--- config.mk ---
export PLATFORM = sky130hd
export DESIGN_NAME = dec_pipe
export DESIGN_NICKNAME = d
export VERILOG_FILES = /design/src/rtl/dec_pipe.sv
export SDC_FILE = /design/constraint.sdc
export NUM_CORES = 2
export LEC_CHECK = 0
export ABC_AREA = 1
export CORE_MARGIN = 4
export CORE_UTILIZATION = 56
export DETAILED_ROUTE_END_ITERATION = 6
export PLACE_DENSITY = 0.82
export SLEW_MARGIN = 20
export SYNTH_ARGS = -nofsm -noshare
export SYNTH_HDL_FRONTEND = slang
export SYNTH_HIERARCHICAL = 1
export SYNTH_SLANG_ARGS = --single-unit
--- constraint.sdc ---
create_clock -name Clock -period 1.65 [get_ports Clock]
set_input_delay 0.33 -clock Clock [delete_from_list [all_inputs] [get_ports Clock]]
set_output_delay 0.33 -clock Clock [all_outputs]
set_load 0.02 [all_outputs]
--- src/rtl/dec_pipe.sv ---
// rtl/dec_pipe.sv - registered decode stage with register file, load-use interlock, flush and bypass

module dec_ctrl (
    input  logic [5:0] opcode,
    input  logic [5:0] funct,
    output logic [1:0] regdst,
    output logic       shiftsel,
    output logic       immsize,
    output logic       unsgnsel,
    output logic       branch,
    output logic       jump,
    output logic       memread,
    output logic       memtoreg,
    output logic       aluop,
    output logic       mulop,
    output logic       memwrite,
    output logic       alusrc,
    output logic       regwrite,
    output logic [5:0] alufunc
);
    always_comb begin
        regdst   = 2'b00;
        shiftsel = 1'b0;
        immsize  = 1'b0;
        unsgnsel = 1'b0;
        branch   = 1'b0;
        jump     = 1'b0;
        memread  = 1'b0;
        memtoreg = 1'b0;
        aluop    = 1'b0;
        mulop    = 1'b0;
        memwrite = 1'b0;
        alusrc   = 1'b0;
        regwrite = 1'b0;
        alufunc  = 6'h00;
        case (opcode)
            6'h00: begin
                regdst   = 2'b01;
                regwrite = 1'b1;
                aluop    = 1'b1;
                alufunc  = funct;
                mulop    = (funct == 6'h18) || (funct == 6'h19);
            end
            6'h02: begin
                jump    = 1'b1;
                immsize = 1'b1;
            end
            6'h03: begin
                jump     = 1'b1;
                immsize  = 1'b1;
                regdst   = 2'b10;
                regwrite = 1'b1;
            end
            6'h04, 6'h05: begin
                branch  = 1'b1;
                alufunc = 6'h22;
            end
            6'h08, 6'h09: begin
                regwrite = 1'b1;
                alusrc   = 1'b1;
                alufunc  = (opcode == 6'h08) ? 6'h20 : 6'h21;
            end
            6'h0c, 6'h0d: begin
                regwrite = 1'b1;
                alusrc   = 1'b1;
                unsgnsel = 1'b1;
                alufunc  = (opcode == 6'h0c) ? 6'h24 : 6'h25;
            end
            6'h0f: begin
                regwrite = 1'b1;
                alusrc   = 1'b1;
                shiftsel = 1'b1;
                alufunc  = 6'h25;
            end
            6'h23: begin
                memread  = 1'b1;
                memtoreg = 1'b1;
                regwrite = 1'b1;
                alusrc   = 1'b1;
                alufunc  = 6'h20;
            end
            6'h2b: begin
                memwrite = 1'b1;
                alusrc   = 1'b1;
                alufunc  = 6'h20;
            end
            default: ;
        endcase
    end
endmodule

module dec_pipe #(
    parameter  int XLEN  = 32,
    parameter  int NREGS = 32,
    localparam int AW    = $clog2(NREGS)
) (
    input  logic            Clock,
    input  logic            nReset,
    input  logic            InValid,
    output logic            InReady,
    input  logic [31:0]     Instruction,
    input  logic [XLEN-1:0] PCAddrIncIn,
    input  logic            Flush,
    input  logic            RegWriteIn,
    input  logic [AW-1:0]   RAddrIn,
    input  logic [XLEN-1:0] RData,
    output logic            OutValid,
    input  logic            OutReady,
    output logic [XLEN-1:0] ImmData,
    output logic [XLEN-1:0] RsData,
    output logic [XLEN-1:0] RtData,
    output logic [XLEN-1:0] PCAddrIncOut,
    output logic [AW-1:0]   RAddrOut,
    output logic [AW-1:0]   RsAddr,
    output logic [AW-1:0]   RtAddr,
    output logic            Branch,
    output logic            Jump,
    output logic            MemRead,
    output logic            MemtoReg,
    output logic            ALUOp,
    output logic            MULOp,
    output logic            MemWrite,
    output logic            ALUSrc,
    output logic            RegWriteOut,
    output logic [5:0]      ALUfunc,
    output logic [4:0]      Shamt,
    output logic [31:0]     StallCount
);
    logic [1:0]      regdst;
    logic            shiftsel, immsize, unsgnsel;
    logic            d_branch, d_jump, d_memread, d_memtoreg, d_aluop, d_mulop;
    logic            d_memwrite, d_alusrc, d_regwrite;
    logic [5:0]      d_alufunc;
    logic [14:0]     ctl_d, ctl_q;
    logic [XLEN-1:0] regs [NREGS];
    logic [AW-1:0]   rs_addr, rt_addr, rd_addr;
    logic [XLEN-1:0] rs_val, rt_val, imm;
    logic            advance, hazard, valid_q;

    dec_ctrl u_dec (
        .opcode   (Instruction[31:26]),
        .funct    (Instruction[5:0]),
        .regdst   (regdst),
        .shiftsel (shiftsel),
        .immsize  (immsize),
        .unsgnsel (unsgnsel),
        .branch   (d_branch),
        .jump     (d_jump),
        .memread  (d_memread),
        .memtoreg (d_memtoreg),
        .aluop    (d_aluop),
        .mulop    (d_mulop),
        .memwrite (d_memwrite),
        .alusrc   (d_alusrc),
        .regwrite (d_regwrite),
        .alufunc  (d_alufunc)
    );

    assign ctl_d = {d_branch, d_jump, d_memread, d_memtoreg, d_aluop, d_mulop,
                    d_memwrite, d_alusrc, d_regwrite, d_alufunc};
    assign {Branch, Jump, MemRead, MemtoReg, ALUOp, MULOp,
            MemWrite, ALUSrc, RegWriteOut, ALUfunc} = ctl_q;
    assign OutValid = valid_q;

    assign rs_addr = AW'(Instruction[25:21]);
    assign rt_addr = AW'(Instruction[20:16]);
    assign rd_addr = regdst[1] ? AW'(5'd31) :
                     regdst[0] ? AW'(Instruction[15:11]) : AW'(Instruction[20:16]);

    always_comb begin
        imm = '0;
        if (immsize)
            imm = XLEN'(Instruction[25:0]);
        else if (shiftsel)
            imm = XLEN'($signed({Instruction[15:0], 16'h0000}));
        else if (unsgnsel)
            imm = XLEN'(Instruction[15:0]);
        else
            imm = XLEN'($signed(Instruction[15:0]));
    end

    // Reads see a same-cycle writeback so the value written this edge is never missed.
    always_comb begin
        rs_val = '0;
        rt_val = '0;
        if (rs_addr != '0)
            rs_val = (RegWriteIn && RAddrIn == rs_addr) ? RData : regs[rs_addr];
        if (rt_addr != '0)
            rt_val = (RegWriteIn && RAddrIn == rt_addr) ? RData : regs[rt_addr];
    end

    assign advance = !valid_q || OutReady;
    assign hazard  = valid_q && MemRead && RegWriteOut && (RAddrOut != '0) &&
                     ((RAddrOut == rs_addr) || (RAddrOut == rt_addr));
    assign InReady = Flush || (advance && !hazard);

    always_ff @(posedge Clock or negedge nReset) begin
        if (!nReset) begin
            for (int i = 0; i < NREGS; i++)
                regs[i] <= '0;
        end else if (RegWriteIn && RAddrIn != '0) begin
            regs[RAddrIn] <= RData;
        end
    end

    always_ff @(posedge Clock or negedge nReset) begin
        if (!nReset) begin
            valid_q      <= 1'b0;
            ctl_q        <= '0;
            ImmData      <= '0;
            RsData       <= '0;
            RtData       <= '0;
            PCAddrIncOut <= '0;
            RAddrOut     <= '0;
            RsAddr       <= '0;
            RtAddr       <= '0;
            Shamt        <= '0;
        end else if (Flush || (advance && (!InValid || hazard))) begin
            valid_q <= 1'b0;
            ctl_q   <= '0;
        end else if (advance) begin
            valid_q      <= 1'b1;
            ctl_q        <= ctl_d;
            ImmData      <= imm;
            RsData       <= rs_val;
            RtData       <= rt_val;
            PCAddrIncOut <= PCAddrIncIn;
            RAddrOut     <= rd_addr;
            RsAddr       <= rs_addr;
            RtAddr       <= rt_addr;
            Shamt        <= Instruction[10:6];
        end else if (RegWriteIn && RAddrIn != '0) begin
            // Held operands track writebacks so execute never consumes a stale value.
            if (RAddrIn == RsAddr)
                RsData <= RData;
            if (RAddrIn == RtAddr)
                RtData <= RData;
        end
    end

    always_ff @(posedge Clock or negedge nReset) begin
        if (!nReset)
            StallCount <= '0;
        else if (advance && InValid && hazard && !Flush && StallCount != 32'hFFFF_FFFF)
            StallCount <= StallCount + 32'd1;
    end
endmodule

==> results.txt, run 1 <==
Status: did not finish
Failing step: global routing
Error: [ERROR GRT-0232] Routing congestion too high. Check the congestion heatmap in the GUI.
Post-synth top area cell: dfrtp_1
Die width: 359 um
Post-synthesis cell area: 68800 um2
Area fraction of the dominant cell type after synthesis: 0.443
Syn nets: 10.2k
Primary FF master, synth: dfrtp_1
Clock buffer depth: 3
# clock sinks: 1220
Area contributors post-synth: dfrtp_1, nand2_1, nand3_1
Post-synthesis sequential area ratio: 0.443
Die height: 359 um
Gr ovfl total: 12
Gpl congestion: 1.02
Root buffer cell: clkbuf_16
GRT Total Usage: 0.577
Synthesized instance count: 10.1k
EDFF count, synth: 0
Port Buf Inserts: 303
H-tree levels: 4
Library cells used by synthesis: 40
Worst ep type: primary output
Synth async-reset ratio: 1.00
Pre-CTS setup slack: -0.815 ns
Worst endpoint, post-GRT repair: InReady
Num CTS Buffers: 137
Largest net degree at the start of global routing: 67
YS warnings: 6
Detailed Place HPWL: 190000 um
# IOs: 304
FP Rows: 128
Mean area per synthesized cell: 6.80 um2
Synthesized flop and latch total: 1220
Initial Utilization: 0.565
[Yosys cell counts (4+ instances only)]
cell,number
nand4_1,15
nor2_1,592
nor2_2,8
nand2_2,21
dfrtp_1,1220
inv_2,17
buf_6,11
o22ai_1,4
nand3_1,1251
o211ai_1,110
a221oi_1,10
a21oi_1,113
clkbuf_1,414
xor2_1,28
nand2_1,3911
nor3_2,8
nor4_1,6
o31ai_1,6
buf_1,40
o21ai_1,79
a211oi_1,5
xnor2_1,18
inv_1,750
nor3_1,17
nand3_2,5
buf_4,26
o21ai_0,1117
buf_2,308
[kinds of logic after synthesis]
logic type                 share of synthesized area
DFF                                            0.443
buffers and inverters                         0.0938
AOI/OAI and AO/OA                              0.110
and+or+nand+nor                                0.346
xor gates and xnor gates                     0.00585
adders and majority gates                   0.000182
[metal layers]
metal | track usage | overflow
met1 | 0.625 | 1
met3 | 0.400 | 1
met4 | 0.502 | 6
met2 | 0.729 | 4
met5 | 0.202 | 0
[stage by stage]
stage / std cells / cell area (um2)
3_3_place_gp: 12100 / 79800
4_1_cts: 12500 / 87400
3_5_place_dp: 12100 / 79800
2_1_floorplan: 10100 / 69000
[what timing repair did]
| item | 4_1_cts |
|---|---|
| setup buffers | 146 |
| gates resized for setup | 1434 |
| setup endpoints to repair | 388 |
| cloned | 30 |
| endpoints found under the hold margin | 578 |
| hold buffers | 3 |
| pin swaps | 29 |
==> run 2, diff against run 1 <==
--- a/config.mk
+++ b/config.mk
@@ -7,9 +7,9 @@
 export LEC_CHECK = 0
 export ABC_AREA = 1
 export CORE_MARGIN = 4
-export CORE_UTILIZATION = 56
+export CORE_UTILIZATION = 40
 export DETAILED_ROUTE_END_ITERATION = 6
-export PLACE_DENSITY = 0.82
+export PLACE_DENSITY_LB_ADDON = 0.15
 export SLEW_MARGIN = 20
 export SYNTH_ARGS = -nofsm -noshare
 export SYNTH_HDL_FRONTEND = slang
==> constraint.sdc (replaced) <==
create_clock -name Clock -period 2.15 [get_ports Clock]
set_input_delay 0.43 -clock Clock [delete_from_list [all_inputs] [get_ports Clock]]
set_output_delay 0.43 -clock Clock [all_outputs]
set_load 0.02 [all_outputs]
==> results.txt, run 2 <==
Status: complete, but fails checks
Failing checks: negative setup slack
Gpl congestion: 0.965 (-5.2%)
YS warnings: 6 (unchanged)
Crit Path Max Fanout: 4
Area contributors post-synth: dfrtp_1, nand2_1, nand3_1
Area fraction of the dominant cell type after synthesis: 0.443 (unchanged)
Vias per Instance: 5.53
Hold path cells: 4
Final ANT Viol Nets: 0
DIE AREA: 179000 um2
Die height: 423 um (+18%)
Highest Signal Layer: met4
Area Overhead vs Synth: 22.4%
Fin. max-slew vios: 0
Initial antenna violation count: 24
Post-synthesis sequential area ratio: 0.443 (unchanged)
Syn nets: 10.2k (unchanged)
Worst-margin pin slew: 0.997 ns
Library cells used by synthesis: 40 (unchanged)
RR Startpoint: RAddrOut[3]
First-pass GRT wire length: 454000 um
Number of global-route vias before repair: 67.3k
RSZ-0062 raised after global routing: yes
Clk slew on worst S/H paths: 0.06 ns
Final worst-path cycle share: 1.19
Layout cells sized above 1: 0.101
WP data arrival: 2.12 ns
Max_cap viols: 0
WP data required: 1.72 ns
GRT Total Usage: 0.337
Final worst slack: -0.403 ns
Pre-CTS setup slack: -0.412 ns (+0.403 ns)
Final Hold Fails: 0
Top-count cell post-synth: nand2_1
Post-synthesis cell area: 68800 um2 (unchanged)
Synth async-reset ratio: 1.00 (unchanged)
Met2 wire len: 138000 um
Synthesized instance count: 10.1k (unchanged)
Fin nets: 10.6k
Synthesized flop and latch total: 1220 (unchanged)
Reg2Reg Depth: 14
Worst setup EP type: output pin
Vias: 71.3k
Initial Utilization: 0.404 (-0.160)
Static leakage: 42.0 nW
Final Setup Violations: 65
Primary FF master, synth: dfrtp_1
# clock sinks: 1220 (unchanged)
Mean area per synthesized cell: 6.80 um2 (unchanged)
Fin crit period: 2.55 ns
Max FFs per register: 1024
Root buffer cell: clkbuf_16
Worst slew margin: 0.335
Routed length per instance: 23.9 um
R2R Path End: RsData[16]
Worst hold path endpoint: ImmData[16]
Largest net degree at the start of global routing: 86
DR pass1 iterations: 6
Crit start category: register
Gr ovfl total: 0
Insertion delay to the later sink of the worst-skew pair: 0.80 ns
Max VDD drop: 0.665 mV
CTS tree: built
Min-delay src: Instruction[16]
Core Area: 170000 um2
EDFF count, synth: 0 (unchanged)
Most frequent cells in the layout: nand2_1, nand3_1, dfrtp_1, o21ai_0, inv_1
Drt total wl: 308000 um
Num CTS Buffers: 145 (+5.8%)
H-tree levels: 4 (unchanged)
Max Freq: 392 MHz
Final core occ: 0.495
Final Power: 72.0 mW
Clock buffer depth: 3 (unchanged)
Most common cell after layout, fill and taps aside: nand2_1
# IOs: 304 (unchanged)
R2r setup slk: -0.29 ns
Port Buf Inserts: 303 (unchanged)
Post-synth top area cell: dfrtp_1
List of most frequent post-synthesis cells: nand2_1, nand3_1, dfrtp_1
Number of remaining DRC errors: 0
WL met1: 121000 um
Clock skew: 0.0272 ns
Worst hold path class: in2reg
P per Cell Area: 854 nW/um2
Met3 Routed Length: 26900 um
DRT iter0 DRCs: 9082
Detailed Place HPWL: 206000 um (+8.3%)
FP Rows: 151 (+18%)
Largest reg by FF count: regs
Die width: 423 um (+18%)
Setup CP Type: reg2out
-- run 2: cell counts after synthesis --
Identical to the previous run, type by type.
-- run 2: power by group --
part | internal, mW | switching [mW]
combinational | 6.00 | 10.4
sequential | 27.1 | 3.03
clock | 14.8 | 10.6
total | 47.9 | 24.1
-- run 2: cell families after synthesis --
kind of cell	count (synthesis)	share of synthesized area
flops	1220	0.443
fa+ha+maj	1	0.000182
simple gates	5846	0.346
xor+xnor	46	0.00585
compound gates	1448	0.110
buf+inv	1570	0.0938
-- run 2: metal layers --
layer,track usage,up-vias
li1,-,32800
met1,0.437,33800
met2,0.526,3804
met3,0.0573,863
met4,0.209,0
met5,0,-
-- run 2: how the worst max path moves through the flow --
stage,startpoint,endpoint,slack [ns]
after floorplan,OutValid,InReady,0.06
after global placement,Instruction[16],RtData[8],-0.41
after detailed placement,RAddrIn[0],regs[538],-0.41
after CTS,RAddrOut[0],InReady,-0.46
after global routing,RAddrOut[2],InReady,-0.51
final,RAddrOut[3],InReady,-0.40
-- run 2: cell type report --
type	instances	area, um2
repair buffers	994	10900
clock buffers	219	4330
well taps	2295	2870
diodes	16	40.0
fillers	16800	86000
flip-flops and latches	1220	30600
inverters	771	2930
clock inverters	43	494
multi-input cells	7341	32100
-- run 2: timing repair --
action                                  4_1_cts  5_1_grt
setup buffers                                 5        0
hold buffers                                  1        0
pin swaps                                    11        6
hold endpoints to repair                    739        0
resized for setup                           270        6
endpoints found under the setup margin      275      156
-- run 2: critical path: stages (launching register included) --
cell,delay (ns)
dfrtp_2,0.45
inv_2,0.08
nand2_1,0.05
nand2_1,0.05
nor2_1,0.04
nand3_1,0.08
nand2_1,0.07
nand2_2,0.07
inv_2,0.05
o21ai_4,0.21
buf_6,0.16
-- run 2: per-stage QoR --
step / TNS (ns) / hold slack [ns] / std cells / instance area, um2
after floorplan: 0 / 0.134 / 10100 / 68800
after CTS: -12.68 / 0.0149 / 12900 / 84200
after detailed placement: -270.56 / 0.335 / 12600 / 79500
final: -14.92 / 0.0649 / 12900 / 84300
after global routing: -31.84 / 0.0591 / 12900 / 84300
after global placement: -269.49 / 0.335 / 12600 / 79500
Power figures use the tool's default switching activity.
